==> src/rtl/sw_conditioner_pkg.sv <==
// -----------------------------------------------------------------------------
// sw_pkg: shared constants and helpers for the switch conditioner.
//   N_GROUPS   number of 4-bit switch groups (one per PWM slot)
//   GROUP_W    switches per group
//   DUTY_W     width of a duty word (popcount of one group, 0..4)
//   popcount4  number of set bits in one group
// -----------------------------------------------------------------------------
package sw_pkg;

    localparam int N_GROUPS = 4;
    localparam int GROUP_W  = 4;
    localparam int DUTY_W   = 3;

    function automatic logic [DUTY_W-1:0] popcount4(input logic [3:0] v);
        return DUTY_W'(v[0]) + DUTY_W'(v[1]) + DUTY_W'(v[2]) + DUTY_W'(v[3]);
    endfunction

endpackage

==> src/rtl/sw_conditioner_if.sv <==
// -----------------------------------------------------------------------------
// sw_conditioner_if: signal bundle between the switch conditioner and its user.
//   sw_raw      raw, asynchronous board switches; [4g+3:4g] is group g
//   frame_tick  1-cycle frame-start pulse from the PWM stage
//   sw0..sw3    latched debounced switch groups
//   duty0..3    popcount of the matching swN
//   upd_pulse   1-cycle flag: the last latch changed some swN
// master modport drives the inputs (bench / PWM side), slave is the conditioner.
// -----------------------------------------------------------------------------
interface sw_conditioner_if import sw_pkg::*; ();

    logic [N_GROUPS*GROUP_W-1:0] sw_raw;
    logic                        frame_tick;
    logic [GROUP_W-1:0]          sw0, sw1, sw2, sw3;
    logic [DUTY_W-1:0]           duty0, duty1, duty2, duty3;
    logic                        upd_pulse;

    modport master (
        output sw_raw, frame_tick,
        input  sw0, sw1, sw2, sw3, duty0, duty1, duty2, duty3, upd_pulse
    );

    modport slave (
        input  sw_raw, frame_tick,
        output sw0, sw1, sw2, sw3, duty0, duty1, duty2, duty3, upd_pulse
    );

endinterface

==> src/rtl/sw_conditioner_debounce_bit.sv <==
// -----------------------------------------------------------------------------
// debounce_bit: 2-FF synchroniser followed by a consecutive-disagreement
// counter for one switch bit.
//   clk, rst   clock, synchronous active-high reset
//   raw_i      asynchronous raw switch bit
//   stable_o   debounced level; changes only after DEBOUNCE_CYCLES consecutive
//              edges on which the synchronised input disagreed with it
// -----------------------------------------------------------------------------
module debounce_bit #(
    parameter int DEBOUNCE_CYCLES = 250000
) (
    input  logic clk,
    input  logic rst,
    input  logic raw_i,
    output logic stable_o
);

    localparam int CNT_W = $clog2(DEBOUNCE_CYCLES + 1);
    localparam logic [CNT_W-1:0] CNT_LAST = CNT_W'(DEBOUNCE_CYCLES - 1);

    logic             sync1_q, sync2_q;
    logic             stable_q, stable_d;
    logic [CNT_W-1:0] cnt_q, cnt_d;

    // The counter is cleared on acceptance, so it never exceeds CNT_LAST.
    always_comb begin
        stable_d = stable_q;
        cnt_d    = '0;
        if (sync2_q != stable_q) begin
            if (cnt_q == CNT_LAST) begin
                stable_d = sync2_q;
            end else begin
                cnt_d = cnt_q + 1'b1;
            end
        end
    end

    always_ff @(posedge clk) begin
        if (rst) begin
            sync1_q  <= 1'b0;
            sync2_q  <= 1'b0;
            stable_q <= 1'b0;
            cnt_q    <= '0;
        end else begin
            sync1_q  <= raw_i;
            sync2_q  <= sync1_q;
            stable_q <= stable_d;
            cnt_q    <= cnt_d;
        end
    end

    assign stable_o = stable_q;

endmodule

==> src/rtl/sw_conditioner.sv <==
// -----------------------------------------------------------------------------
// sw_conditioner: debounces 16 raw switches and presents them to the PWM stage
// as four 4-bit groups plus popcount duty words, updated only on frame_tick.
//   clk, rst   25 MHz PWM-domain clock, synchronous active-high reset
//   bus        sw_conditioner_if.slave (sw_raw, frame_tick in; sw0..3,
//              duty0..3, upd_pulse out)
// -----------------------------------------------------------------------------
module sw_conditioner import sw_pkg::*; #(
    parameter int DEBOUNCE_CYCLES = 250000
) (
    input  logic             clk,
    input  logic             rst,
    sw_conditioner_if.slave  bus
);

    logic [N_GROUPS*GROUP_W-1:0]            stable_flat;
    logic [N_GROUPS-1:0][GROUP_W-1:0]       stable_w;
    logic [N_GROUPS-1:0][GROUP_W-1:0]       sw_q, sw_d;
    logic [N_GROUPS-1:0][DUTY_W-1:0]        duty_q, duty_d;
    logic                                   upd_q, upd_d;

    for (genvar i = 0; i < N_GROUPS*GROUP_W; i++) begin : g_db
        debounce_bit #(
            .DEBOUNCE_CYCLES(DEBOUNCE_CYCLES)
        ) u_db (
            .clk     (clk),
            .rst     (rst),
            .raw_i   (bus.sw_raw[i]),
            .stable_o(stable_flat[i])
        );
    end

    assign stable_w = stable_flat;

    // Frame latch: samples the registered stable bits, so a bit accepted on
    // the tick edge itself is only picked up by the following tick. swN and
    // dutyN are loaded together and can never disagree.
    always_comb begin
        sw_d   = sw_q;
        duty_d = duty_q;
        upd_d  = 1'b0;
        if (bus.frame_tick) begin
            sw_d  = stable_w;
            upd_d = (stable_w != sw_q);
            for (int g = 0; g < N_GROUPS; g++) begin
                duty_d[g] = popcount4(stable_w[g]);
            end
        end
    end

    always_ff @(posedge clk) begin
        if (rst) begin
            sw_q   <= '0;
            duty_q <= '0;
            upd_q  <= 1'b0;
        end else begin
            sw_q   <= sw_d;
            duty_q <= duty_d;
            upd_q  <= upd_d;
        end
    end

    assign bus.sw0       = sw_q[0];
    assign bus.sw1       = sw_q[1];
    assign bus.sw2       = sw_q[2];
    assign bus.sw3       = sw_q[3];
    assign bus.duty0     = duty_q[0];
    assign bus.duty1     = duty_q[1];
    assign bus.duty2     = duty_q[2];
    assign bus.duty3     = duty_q[3];
    assign bus.upd_pulse = upd_q;

endmodule

==> src/flat_wrapper.sv <==
// flat-port wrapper written by rule: the top's interface ports become plain ports
module sw_conditioner_flat import sw_pkg::*;
#(
    parameter int DEBOUNCE_CYCLES = 250000
)
  (clk, rst, bus_sw_raw, bus_frame_tick, bus_sw0, bus_sw1, bus_sw2, bus_sw3, bus_duty0, bus_duty1, bus_duty2, bus_duty3, bus_upd_pulse);
  sw_conditioner_if bus_i ();
  input  logic clk;
  input  logic rst;
  input wire logic [$bits(bus_i.sw_raw)-1:0] bus_sw_raw;
  input wire logic [$bits(bus_i.frame_tick)-1:0] bus_frame_tick;
  output wire logic [$bits(bus_i.sw0)-1:0] bus_sw0;
  output wire logic [$bits(bus_i.sw1)-1:0] bus_sw1;
  output wire logic [$bits(bus_i.sw2)-1:0] bus_sw2;
  output wire logic [$bits(bus_i.sw3)-1:0] bus_sw3;
  output wire logic [$bits(bus_i.duty0)-1:0] bus_duty0;
  output wire logic [$bits(bus_i.duty1)-1:0] bus_duty1;
  output wire logic [$bits(bus_i.duty2)-1:0] bus_duty2;
  output wire logic [$bits(bus_i.duty3)-1:0] bus_duty3;
  output wire logic [$bits(bus_i.upd_pulse)-1:0] bus_upd_pulse;
  assign bus_i.sw_raw = bus_sw_raw;
  assign bus_i.frame_tick = bus_frame_tick;
  assign bus_sw0 = bus_i.sw0;
  assign bus_sw1 = bus_i.sw1;
  assign bus_sw2 = bus_i.sw2;
  assign bus_sw3 = bus_i.sw3;
  assign bus_duty0 = bus_i.duty0;
  assign bus_duty1 = bus_i.duty1;
  assign bus_duty2 = bus_i.duty2;
  assign bus_duty3 = bus_i.duty3;
  assign bus_upd_pulse = bus_i.upd_pulse;
  sw_conditioner #(.DEBOUNCE_CYCLES(DEBOUNCE_CYCLES)) u_core (.clk(clk), .rst(rst), .bus(bus_i));
endmodule
==> config.mk <==
export PLATFORM = sky130hd
export DESIGN_NAME = sw_conditioner_flat
export DESIGN_NICKNAME = d
export VERILOG_FILES = /design/src/rtl/sw_conditioner_pkg.sv /design/src/rtl/sw_conditioner_if.sv /design/src/rtl/sw_conditioner_debounce_bit.sv /design/src/rtl/sw_conditioner.sv /design/src/flat_wrapper.sv
export SDC_FILE = /design/constraint.sdc
export NUM_CORES = 1
export LEC_CHECK = 0
export ABC_CLOCK_PERIOD_IN_PS = 4900
export CORE_UTILIZATION = 50
export CTS_BUF_LIST = sky130_fd_sc_hd__clkbuf_8
export DETAILED_ROUTE_END_ITERATION = 12
export DONT_BUFFER_PORTS = 1
export PLACE_DENSITY = 0.65
export SYNTH_ARGS = -nofsm -noshare
export SYNTH_HDL_FRONTEND = slang
export SYNTH_SLANG_ARGS = --single-unit
==> constraint.sdc <==
create_clock -name clk -period 4.9 [get_ports clk]
set_input_delay 0.245 -clock clk [delete_from_list [all_inputs] [get_ports clk]]
set_output_delay 0.245 -clock clk [all_outputs]
set_load 0.03 [all_outputs]
==> results of run 1 <==
cells in the final DEF, fill, tap and decap left out, types with 11 or more instances in the layout:
| cell | n |
|---|---|
| nand2b_1 | 15 |
| or4_1 | 21 |
| xor2_1 | 64 |
| nand2_1 | 70 |
| nor3_1 | 51 |
| nand3_1 | 101 |
| dfxtp_1 | 365 |
| nand4_1 | 85 |
| and4_1 | 14 |
| nor2b_1 | 33 |
| inv_1 | 77 |
| clkbuf_8 | 76 |
| o21ai_0 | 31 |
| mux2i_1 | 33 |
| dlygate4sd3_1 | 17 |
| a21oi_1 | 49 |
| or3_1 | 35 |
| xnor2_1 | 184 |
| ha_1 | 24 |
| nor4b_1 | 18 |
| o31ai_1 | 11 |
| nor2_1 | 322 |
| nor4_1 | 71 |
layer usage:
layer | share of wire, % | routed length, um | track usage, %
met1 | 47 | 14800 | 25.1
met4 | 1.6 | 505 | 5.88
met5 | 0 | 0 | 0
met3 | 4.8 | 1520 | 4.56
met2 | 47 | 14600 | 32.2
Yosys cell counts (all sizes together), types with 6 or more instances:
library cell  instances
a21oi                49
and2                  8
and3                  6
and4                 15
buf                  23
clkbuf               23
dfxtp               365
ha                   24
inv                  52
mux2i                33
nand2                70
nand2b               15
nand3               105
nand4                89
nor2                322
nor2b                33
nor3                 51
nor4                 71
nor4b                18
o21ai                42
o31ai                12
o41ai                 9
or3                  35
or3b                  6
or4                  24
xnor2               184
xor2                 64
repair_timing:
item                      4_1_cts  5_1_grt
hold buffers                   19        0
hold endpoints to repair      159        0
buffers inserted                0        0
resized for setup               0        0
registers in the layout, summed over array words and instances (netlist names):
| register | count |
|---|---|
| u_core.g_db.u_db.cnt_q | 288 |
| u_core.g_db.u_db.stable_o | 16 |
| u_core.g_db.u_db.sync1_q | 16 |
| u_core.g_db.u_db.sync2_q | 16 |
| u_core.bus.sw0 | 4 |
| u_core.bus.sw1 | 4 |
| u_core.bus.sw2 | 4 |
| u_core.bus.sw3 | 4 |
| u_core.bus.duty0 | 3 |
| u_core.bus.duty1 | 3 |
| u_core.bus.duty2 | 3 |
| u_core.bus.duty3 | 3 |
| u_core.bus.upd_pulse | 1 |
logic make-up after synthesis:
| family | Yosys count | share of synthesized area, % |
|---|---|---|
| simple gates | 885 | 28.7 |
| flops | 365 | 45.7 |
| xor+xnor | 248 | 13.6 |
| compound gates | 118 | 5.04 |
| buf+inv | 98 | 2.57 |
| mux | 33 | 2.07 |
| fa+ha+maj | 28 | 2.38 |
worst max-delay path: stages, from the launching register on:
cell     delay (ns)
dfxtp_1        0.37
ha_1           0.20
nand3_1        0.27
or4_1          0.60
o21ai_2        0.59
nor2_1         0.12
final cells by class:
| cell class | count | area share, % |
|---|---|---|
| Multi-Input combinational cell | 1312 | 46.7 |
| Sequential cell | 365 | 41.2 |
| Clock buffer | 76 | 5.90 |
| Tap cell | 402 | 2.84 |
| Timing Repair Buffer | 19 | 1.23 |
| Inverter | 52 | 1.10 |
| Clock inverter | 33 | 1.07 |
per-stage QoR:
step	hold slack [ns]	setup slack (ns)
finish	0.0452	2.59
global route	0.0163	2.40
CTS	0.00679	2.59
detailed placement	0.336	2.61
global placement	0.336	2.69
floorplan	0.373	3.01
report_power, final:
group / switching (mW) / total [mW] / internal (mW)
Clock: 1.17 / 2.66 / 1.49
Combinational: 0.0469 / 0.0808 / 0.0340
Sequential: 0.00947 / 2.99 / 2.99
Total: 1.22 / 5.73 / 4.51
path summary, 6_finish.rpt:
check	start	end	cells past startpoint
worst max-delay path	u_core.g_db[2].u_db.cnt_q[0]	u_core.g_db[2].u_db.cnt_q[14]	5
worst min-delay path	rst	u_core.g_db[7].u_db.sync1_q	2
worst max register to register	u_core.g_db[2].u_db.cnt_q[0]	u_core.g_db[2].u_db.cnt_q[14]	5
worst min register to register	u_core.g_db[9].u_db.sync1_q	u_core.g_db[9].u_db.sync2_q	1
==> results.toml, run 1 <==
[power_and_ir_drop]
ir_worst_vdd_mv = 0.274
leakage_nw = 5.36
power_density_mw_per_mm2 = 323
total_power_mw = 5.73

[logic_synthesis]
netlist.top_cell.by_area = "dfxtp_1"
synth_nets = 1822
async_reset_ff_share_pct = 0
syn_avg_cell_area_sq_um = 9.01
yosys_warnings = 0
syn_area_sq_mm = 0.0160
yosysSeqAreaShare_pct = 45.7
yosys.area.top_type_share_pct = 45.7
synth_edf_count = 0
yosysUniqueCellTypes = 52
ys_seq_elements = 365
yosys-top-cells-area = "dfxtp_1 (46%), xnor2_1 (10%), nor2_1 (7.6%), xor2_1 (3.5%), nand4_1 (3.3%)"
synth_cells = 1775
ys.flop_type = "dfxtp_1"

[timing]
clock_skew_ns = 0.0289
finalCritPeriodShare_pct = 47.1
grt_setup_unrepaired = "no"
fin_crit_ns = 2.31
worstMarginPinSlew_ns = 1.22
fin_tns_setup_ns = 0
hold_viol_final = 0
relSlewSlack_pct = 18.5
finalSetupViolCount = 0
fmax_mhz = 433
final-max-slew-violation-count = 0

[die]
die_y_um = 181
die_w_um = 181
coreArea_sq_mm = 0.0315
rows = 65
io_pins = 48
initial_utilization_pct = 50.8
die_area_sq_mm = 0.0327

[job]
maxCapViolCount = 0

[finish]
final_cells = 2259
area_growth_pct = 10.9
num-nets-final = 1857
fillers = 2855
diodes = 0
drive_above_1_share_pct = 6.89
stdcell_area_sq_mm = 0.0177
seqCellArea_sq_mm = 0.00731
multi_input_area_sq_mm = 0.00827
fin_util_pct = 56.3

[clock_tree]
cts.path.max_buffers = 3
cts_root_buffer = "clkbuf_8"
h-tree-depth = 2
cts_tree = "yes"
cts.clk_slew.worst_paths_ns = 0.06
clk_latency_ns = 0.61
cts.sinks = 365
cts_buffers = 60

[place]
portBuffers = 0
dp.cells = 2131
place_area_sq_mm = 0.0163
gp_congestion = 0.853
dp_hpwl_um = 20600

[worst_setup_path]
path_class = "flop to flop"
critPathLaunchType = "flop"
cp_max_fo = 18
cp.required_ns = 5.35
endpoint_kind = "flop"
arrival_ns = 2.76
r2r_setup_slack_ns = 2.59

[global_routing]
grt_max_degree = 92
grt_pass1_vias = 11413
grt_antenna_before_repair = 0
grt_pass1_wl_um = 53900
track_usage_pct = 19.4
grt-ovfl-total = 0

[drt]
dr.first_iter.drc_count = 598
vias = 12208
antenna_left = 0
drtPass1Iterations = 5
drc = 0
routed_via_density = 5.40
finalWirelength_um = 31400
wl_per_cell_um = 13.9

[worst_hold_path]
hold_path.class = "primary input to flop"

[run_status]
outcome = "completed"
Note: power is estimated with default switching activity, not from simulation.
==> run 2: changes to the inputs <==
--- a/config.mk
+++ b/config.mk
@@ -5,7 +5,7 @@
 export SDC_FILE = /design/constraint.sdc
 export NUM_CORES = 1
 export LEC_CHECK = 0
-export ABC_CLOCK_PERIOD_IN_PS = 4900
+export ABC_CLOCK_PERIOD_IN_PS = 2400
 export CORE_UTILIZATION = 50
 export CTS_BUF_LIST = sky130_fd_sc_hd__clkbuf_8
 export DETAILED_ROUTE_END_ITERATION = 12
==> constraint.sdc (replaced) <==
create_clock -name clk -period 2.4 [get_ports clk]
set_input_delay 0.12 -clock clk [delete_from_list [all_inputs] [get_ports clk]]
set_output_delay 0.12 -clock clk [all_outputs]
set_load 0.03 [all_outputs]
==> run 2 against run 1 <==
Against the previous run: clock-buffer cell count up 1; flip-flop and latch count stayed put; first-iteration DRC count decreased by 16%; critical path depth unchanged; sequential share of layout area down 0.84 points; sequential power is 100% higher; global-route usage increased by 0.18 points; power up 110%; utilization is 1.2 points higher; highest routed layer unchanged.
==> results.toml, run 2 (synthesis results as in run 1) <==
[timing]
fmax_mhz = 515
finalCritPeriodShare_pct = 80.9
whs_ns = 0.160
fin_tns_setup_ns = 0
clock_skew_ns = 0.0177
worstMarginPinSlew_ns = 0.577
grt_setup_unrepaired = "no"
hold_viol_final = 0
finalWorstSetupSlack_ns = 0.458
finalSetupViolCount = 0
relSlewSlack_pct = 61.2
fin_crit_ns = 1.94
final-max-slew-violation-count = 0

[global_routing]
track_usage_pct = 19.6
grt_pass1_vias = 11736
grt-ovfl-total = 0
grt_max_degree = 101
grt_antenna_before_repair = 1
grt_pass1_wl_um = 54500

[finish]
fin_util_pct = 57.5
final_cells = 2301
drive_above_1_share_pct = 9.38
largest_reg_flops = 288
num-nets-final = 1895
multi_input_area_sq_mm = 0.00827
fillers = 2845
top_register = "u_core.g_db.u_db.cnt_q"
layout_commonest_cell = "dfxtp_1"
seqCellArea_sq_mm = 0.00731
area_growth_pct = 13.2
final_cell_mix = "dfxtp_1 (365), nor2_1 (322), xnor2_1 (184)"
stdcell_area_sq_mm = 0.0181

[worst_setup_path]
crit_buf_inv = 0
path_class = "flop to flop"
endpoint_kind = "flop"
critPathLaunchType = "flop"
cp.required_ns = 2.90
cpMaxStageDelayCell = "or4_4"
cp_top_family = "simple AND/OR/NAND/NOR gates"
cp_max_fo = 18
crit_chain = "ha_1 -> nand3_1 -> or4_4 -> o21ai_4 -> nor2_1"
arrival_ns = 2.44
max_stage_delay_ns = 0.55

[clock_tree]
cts_root_buffer = "clkbuf_8"
cts_buffers = 60
cts_tree = "yes"
cts.clk_slew.worst_paths_ns = 0.06
clk_latency_ns = 0.63
cts.sinks = 365
cts.path.max_buffers = 3
h-tree-depth = 2

[drt]
highest_layer = "met4"
drtPass1Iterations = 5
drt-met1-wl_um = 14800
drc = 0
finalWirelength_um = 31200
wl_met2_um = 14100
dr.first_iter.drc_count = 504
routed_via_density = 5.34
antenna_left = 0
vias = 12295
wl_per_cell_um = 13.6
wl_met3_um = 1650

[worst_hold_path]
hold_path.class = "primary input to flop"

[job]
maxCapViolCount = 0

[die]
die_area_sq_mm = 0.0327
die_y_um = 181
io_pins = 48
rows = 65
initial_utilization_pct = 50.8
die_w_um = 181
coreArea_sq_mm = 0.0315

[place]
place_area_sq_mm = 0.0165
dp_hpwl_um = 21200
portBuffers = 0
gp_congestion = 0.859
dp.cells = 2164
preCtsSetupSlack_ns = 0.450

[power_and_ir_drop]
ir_worst_vdd_mv = 0.684
leakage_nw = 5.54
total_power_mw = 12.0
power_density_mw_per_mm2 = 664

[run_status]
outcome = "completed"
## run 2: cell types whose count changed in the layout (fill, tap and decap cells not counted), moves of 5 or more
cell           previous run  this run
dlygate4sd3_1            17        22
clkinv_2                  4        19
buf_4                     0        33
inv_1                    77        63
## run 2: power by group
group	switching (mW)	total (mW)	internal [mW]
combinational	0.102	0.186	0.0840
sequential	0.0197	6.11	6.09
clock	2.50	5.72	3.22
## run 2: area by class of cell
class                      count  area share [%]
antenna                        1          0.0138
clock buffer                  77            5.86
timing repair buffer          57            2.85
sequential                   365            40.4
clock inverter                35            1.34
inverter                      52            1.08
tap                          402            2.78
multi-input combinational   1312            45.7
## run 2: final timing paths
kind                                                     from                       endpoint  slack, ns  cells after the start
worst max-delay path            u_core.g_db[11].u_db.cnt_q[0]  u_core.g_db[11].u_db.cnt_q[9]       0.46                      5
worst min-delay path                            bus_sw_raw[2]    u_core.g_db[2].u_db.sync1_q       0.16                      2
worst max register to register  u_core.g_db[11].u_db.cnt_q[0]  u_core.g_db[11].u_db.cnt_q[9]       0.46                      5
worst min register to register   u_core.g_db[10].u_db.sync1_q   u_core.g_db[10].u_db.sync2_q       0.43                      1
## run 2: metal layers
metal | track usage, % | up-vias
li1 | - | 6364
met1 | 25.1 | 5690
met2 | 31.8 | 184
met3 | 4.62 | 57
met4 | 7.79 | 0
met5 | 0 | -
## run 2: worst reg2reg max path, cell delays in order (launching register included)
cell     delay (ns)
dfxtp_1        0.39
ha_1           0.21
nand3_1        0.16
or4_4          0.55
o21ai_4        0.42
nor2_1         0.10
## run 2: repair_timing
action | 4_1_cts | 5_1_grt
hold endpoints to repair | 365 | 0
setup endpoints to repair | 0 | 0
setup buffers | 0 | 0
hold buffers | 24 | 0
resized for setup | 0 | 0
